[src/rtl/led_seq_pkg.sv]
// Shared types for the LED sequencer: pattern modes and bounce direction.
package led_seq_pkg;

    typedef enum logic [1:0] {
        COUNT  = 2'd0,
        SHIFT  = 2'd1,
        BOUNCE = 2'd2,
        HOLD   = 2'd3
    } led_mode_e;

    typedef enum logic {
        UP   = 1'b0,
        DOWN = 1'b1
    } bounce_dir_e;

endpackage

[src/rtl/led_seq_divider.sv]
// Step-rate divider: counts 0..DIV-1 while enabled and emits a registered
// one-cycle tick in the cycle after the count reaches DIV-1.
module led_seq_divider #(
    parameter int DIV = 1_000_000
) (
    input  logic clk,
    input  logic rst_n,
    input  logic en,
    output logic tick
);

    localparam int CW = (DIV > 2) ? $clog2(DIV) : 1;
    localparam logic [CW-1:0] LAST = CW'(DIV - 1);

    if (DIV < 2) begin : g_div_check
        $error("led_seq_divider: DIV must be at least 2");
    end

    logic [CW-1:0] cnt_q, cnt_d;
    logic          tick_q, tick_d;

    // Disabling clears the count so a re-enable always waits a full period.
    always_comb begin
        cnt_d  = '0;
        tick_d = 1'b0;
        if (en) begin
            tick_d = (cnt_q == LAST);
            cnt_d  = (cnt_q == LAST) ? '0 : cnt_q + CW'(1);
        end
    end

    always_ff @(posedge clk or negedge rst_n) begin
        if (!rst_n) begin
            cnt_q  <= '0;
            tick_q <= 1'b0;
        end else begin
            cnt_q  <= cnt_d;
            tick_q <= tick_d;
        end
    end

    assign tick = tick_q;

endmodule

[src/rtl/led_sequencer.sv]
// LED pattern sequencer: COUNT / SHIFT / BOUNCE / HOLD patterns stepped by a divider tick.
// Optional PWM brightness gating is compiled in with `define LED_SEQ_PWM_EN.
module led_sequencer
    import led_seq_pkg::*;
#(
    parameter int NUM_LEDS = 8,
    parameter int DIV      = 1_000_000,
    parameter int PWM_BITS = 4
) (
    input  logic                clk,
    input  logic                rst_n,
    input  logic                en,
    input  logic [1:0]          mode,
    input  logic [PWM_BITS-1:0] brightness,
    output logic                tick,
    output logic [NUM_LEDS-1:0] leds
);

    localparam logic [NUM_LEDS-1:0] ONE = {{(NUM_LEDS-1){1'b0}}, 1'b1};

    if (NUM_LEDS < 2) begin : g_leds_check
        $error("led_sequencer: NUM_LEDS must be at least 2");
    end

    logic                tick_w;
    logic [NUM_LEDS-1:0] pattern_q, pattern_d;
    logic [NUM_LEDS-1:0] leds_q, leds_d;
    led_mode_e           mode_q, mode_d, mode_in;
    bounce_dir_e         dir_q, dir_d;

    led_seq_divider #(.DIV(DIV)) u_divider (
        .clk   (clk),
        .rst_n (rst_n),
        .en    (en),
        .tick  (tick_w)
    );

    assign mode_in = led_mode_e'(mode);

    // A mode change spends its step loading the new seed rather than advancing.
    always_comb begin
        pattern_d = pattern_q;
        mode_d    = mode_q;
        dir_d     = dir_q;
        if (tick_w) begin
            mode_d = mode_in;
            if (mode_in != mode_q) begin
                case (mode_in)
                    COUNT:  pattern_d = '0;
                    SHIFT:  pattern_d = ONE;
                    BOUNCE: begin
                        pattern_d = ONE;
                        dir_d     = UP;
                    end
                    default: pattern_d = pattern_q;
                endcase
            end else begin
                case (mode_q)
                    COUNT:  pattern_d = pattern_q + ONE;
                    SHIFT:  pattern_d = {pattern_q[NUM_LEDS-2:0], pattern_q[NUM_LEDS-1]};
                    BOUNCE: begin
                        if (dir_q == UP) begin
                            pattern_d = pattern_q << 1;
                            if (pattern_d[NUM_LEDS-1]) dir_d = DOWN;
                        end else begin
                            pattern_d = pattern_q >> 1;
                            if (pattern_d[0]) dir_d = UP;
                        end
                    end
                    default: pattern_d = pattern_q;
                endcase
            end
        end
    end

`ifdef LED_SEQ_PWM_EN
    logic [PWM_BITS-1:0] pwm_cnt_q;
    logic                pwm_on;

    always_ff @(posedge clk or negedge rst_n) begin
        if (!rst_n) pwm_cnt_q <= '0;
        else        pwm_cnt_q <= pwm_cnt_q + PWM_BITS'(1);
    end

    // Full-scale brightness is treated as always-on so it reaches 100% duty.
    assign pwm_on = (pwm_cnt_q < brightness) || (&brightness);
    assign leds_d = pattern_q & {NUM_LEDS{pwm_on}};
`else
    logic unused_brightness;
    assign unused_brightness = ^brightness;
    assign leds_d            = pattern_q;
`endif

    always_ff @(posedge clk or negedge rst_n) begin
        if (!rst_n) begin
            pattern_q <= '0;
            mode_q    <= COUNT;
            dir_q     <= UP;
            leds_q    <= '0;
        end else begin
            pattern_q <= pattern_d;
            mode_q    <= mode_d;
            dir_q     <= dir_d;
            leds_q    <= leds_d;
        end
    end

    assign tick = tick_w;
    assign leds = leds_q;

endmodule

[config.mk]
export PLATFORM = sky130hd
export DESIGN_NAME = led_sequencer
export DESIGN_NICKNAME = d
export VERILOG_FILES = /design/src/rtl/led_seq_pkg.sv /design/src/rtl/led_seq_divider.sv /design/src/rtl/led_sequencer.sv
export SDC_FILE = /design/constraint.sdc
export NUM_CORES = 1
export LEC_CHECK = 0
export ABC_AREA = 1
export CORE_MARGIN = 2
export CORE_UTILIZATION = 58
export DETAILED_ROUTE_END_ITERATION = 16
export HOLD_SLACK_MARGIN = 0.03
export PLACE_DENSITY = 0.79
export RECOVER_POWER = 50
export SLEW_MARGIN = 25
export SYNTH_ARGS = -nofsm -noshare
export SYNTH_HDL_FRONTEND = slang
export SYNTH_HIERARCHICAL = 1
export SYNTH_SLANG_ARGS = --single-unit
[constraint.sdc]
create_clock -name clk -period 1.7 [get_ports clk]
set_input_delay 0.17 -clock clk [delete_from_list [all_inputs] [get_ports clk]]
set_output_delay 0.17 -clock clk [all_outputs]
set_load 0.1 [all_outputs]
==> impl_results.md <==
* Via count at 1893
* Clock Pin Slew Worst Setup and Hold Paths at 0.08 ns
* Pwr/cell area at 696 nW/µm²
* CORE AREA at 3940 µm²
* R2R Setup Slk at 0.27 ns
* Placed insts at 354
* Die area at 4550 µm²
* Crit share post-route at 0.840
* Routed WL at 4390 µm
* Peak supply drop at 0.557 mV
* Cells after Synth at 291
* First-pass GRT wire length at 7810 µm
* Drt via density at 5.23
* Initial antenna violation count at 0
* Fmax achieved at 700 MHz
* Critical Path Source: mode_q[0]$_DFFE_PN0P_
* Min-delay worst type: register to register
* Area leader, netlist: dfrtp_1
* Largest net degree at the start of global routing at 22
* Final setup viols at 0
* Startpoint types: register
* Gr ovfl total at 0
* P&R area growth vs syn at 12.3%
* Post-DP HPWL at 3270 µm
* Mean area per synthesized cell at 8.02 µm²
* Slew @ Worst Pin at 1.13 ns
* Dpl ws at 0.0917 ns
* Final Non-Filler Cells at 362
* Initial Utilization at 0.592
* Clock latency on the worst-skew pair at 0.29 ns
* CTS tree: done
* Die height at 67.4 µm
* Routability congestion estimate at 0.916
* DR iter-0 viols at 141
* Max Cap Viol at 0
* Top Ports at 18
* Setup TNS at 0 ns
* Port buffer count at 13
* Clk pwr share at 0.330
* Synth Cell Area at 2330 µm²
* Worst r2r path cells at 7
* H-tree depth at 2
* Worst setup endpoint: leds_d[1]$_DFFE_PN0P_
* Top-area cell type share of the netlist area at 0.429
* CP max FO at 13
* Synth top area cells: dfrtp_1 43%, nand2_1 11%, nor2_1 7.2%
* Reg power frac at 0.547
* Gr usage total at 0.228
* Setup Skew at 0.00487 ns
* Crit path kind: register to register
* Min Tclk post-route at 1.43 ns
* Switching Fraction at 0.277
* Total Power at 1820 µW
* Row count at 23
* DRC at 0
* Status: complete, no violations
* Maximum clock path buffer count at 2
* # nets final at 328
* Num Clock Sinks at 40
* Worst setup EP type: register
* Detailed Routing Iterations Pass 1 at 4
* Synth Net Count at 307
* Slowest cell on crit path: ha_2
* Final Hold Viols at 0
* Worst reg2reg path startpoint: mode_q[0]$_DFFE_PN0P_
* Worst Hold Slack at 0.461 ns
* Seq/Total Area, Yosys at 0.429
* Share of layout cells above drive strength 1 at 0.157
* Internal power at 1320 µW
* Seq cells post-synth at 40
* Setup ws final at 0.272 ns
* Comb power frac at 0.123
* Final ANT Viol Nets at 0
* CP Cell Sequence: inv_1 > ha_2 > inv_1 > nor2_1 > nor2_1 > nand2_1 > nand2_1
* CP max stage delay at 0.47 ns
* Wirelength per Cell at 12.1 µm
* RR Endpoint: leds_d[1]$_DFFE_PN0P_
* CP Data Arrival Time at 1.62 ns
* Slew HR at 0.244
* Fin. max-slew vios at 0
* Die X at 67.4 µm
* Leakage at 0.00118 µW
* Clock tree root buffer cell: clkbuf_8
* RSZ-0062 raised after global routing: false
* Distinct cells, synth at 30
* Vias in the first global route at 1742
* TritonCTS Buffers at 5
* WP data required at 1.89 ns
* Diode count at 0
* YS warnings at 6
* Net load switching power at 505 µW
==> cell type report <==
| class | instances | area [µm²] |
|---|---|---|
| flip-flops and latches | 40 | 1000 |
| well taps | 50 | 62.6 |
| repair buffers | 17 | 159 |
| multi-input cells | 219 | 1210 |
| inverters | 29 | 111 |
| clock inverters | 2 | 12.5 |
| clock buffers | 5 | 68.8 |
| fillers | 307 | 1320 |
==> what timing repair did <==
action | in CTS | in global routing
hold buffers | 1 | 0
endpoints found under the hold margin | 19 | 0
endpoints found under the setup margin | 0 | 3
setup buffers | 0 | 0
gates resized for setup | 0 | 1
==> worst max-delay path, delay by kind of cell, from the launching register on <==
kind,cells,cell delay (ns)
adders and majority gates,1,0.47
DFF,1,0.39
and+or+nand+nor,4,0.26
buffers and inverters,2,0.21
==> stage by stage <==
step	cell area (µm²)	util
floorplan	2330	-
global placement	2530	0.641
detailed placement	2530	0.641
CTS	2620	0.665
global route	2620	0.665
finish	2620	0.665
==> worst min path at each step <==
stage / start / to / slack (ns) / cells after the start
2_1_floorplan: rst_n / dir_q$_DFFE_PN0P_ / -0.13 / 0
3_3_place_gp: rst_n / u_divider/cnt_q[16]$_DFF_PN0_ / 0.16 / 1
3_5_place_dp: rst_n / u_divider/cnt_q[16]$_DFF_PN0_ / 0.16 / 1
4_1_cts: rst_n / u_divider/cnt_q[16]$_DFF_PN0_ / 0.38 / 2
5_1_grt: u_divider/cnt_q[0]$_DFF_PN0_ / u_divider/cnt_q[0]$_DFF_PN0_ / 0.49 / 1
6_report: u_divider/cnt_q[0]$_DFF_PN0_ / u_divider/cnt_q[0]$_DFF_PN0_ / 0.46 / 1
==> state kept, by name (all words and copies together), names as in the netlist <==
name	flops
leds_d	8
mode_q	2
dir_q	1
leds	8
u_divider/tick	1
u_divider/cnt_q	20
==> layout by cell type (no fill, tap or decap), drive strengths merged, types with 2 or more instances in the layout <==
cell	instances
nand2	74
nor2	57
dfrtp	40
nand3	30
inv	26
o21ai	17
buf	12
a21oi	10
xor2	7
ha	7
clkbuf	6
xnor2	5
clkinv	4
clkdlybuf4s50	3
nand4	3
nor3	3
o211ai	2
==> power by group through the flow <==
stage	combinational, µW	sequential [µW]	clock [µW]
after floorplan	107	1060	0
after global placement	223	1020	0
after detailed placement	225	1020	0
after CTS	227	997	615
after global routing	250	1000	675
final	225	998	602
==> cell families after synthesis <==
logic type | after synthesis | share of synthesized area
compound gates | 31 | 0.0729
xor+xnor | 12 | 0.0450
fa+ha+maj | 7 | 0.0375
buf+inv | 32 | 0.0552
flops | 40 | 0.429
simple gates | 169 | 0.360
==> cell usage after synthesis, drive strengths merged <==
cell type,instances
o21ai,17
inv,26
nor2,57
dfrtp,40
xor2,7
clkinv,3
buf,3
o21bai,1
ha,7
a21oi,10
xnor2,5
nand3,30
nor3b,1
nand3b,1
nand2,74
nand4,3
o211ai,2
o31ai,1
nor3,3
==> routing by layer <==
metal / vias to the layer above / share of wire / GRT usage
met5: - / 0 / 0
met4: 0 / 0.0086 / 0.0612
met3: 4 / 0.054 / 0.0500
met2: 40 / 0.44 / 0.350
met1: 874 / 0.49 / 0.325
li1: 975 / - / -
Power figures use the tool's default switching activity.
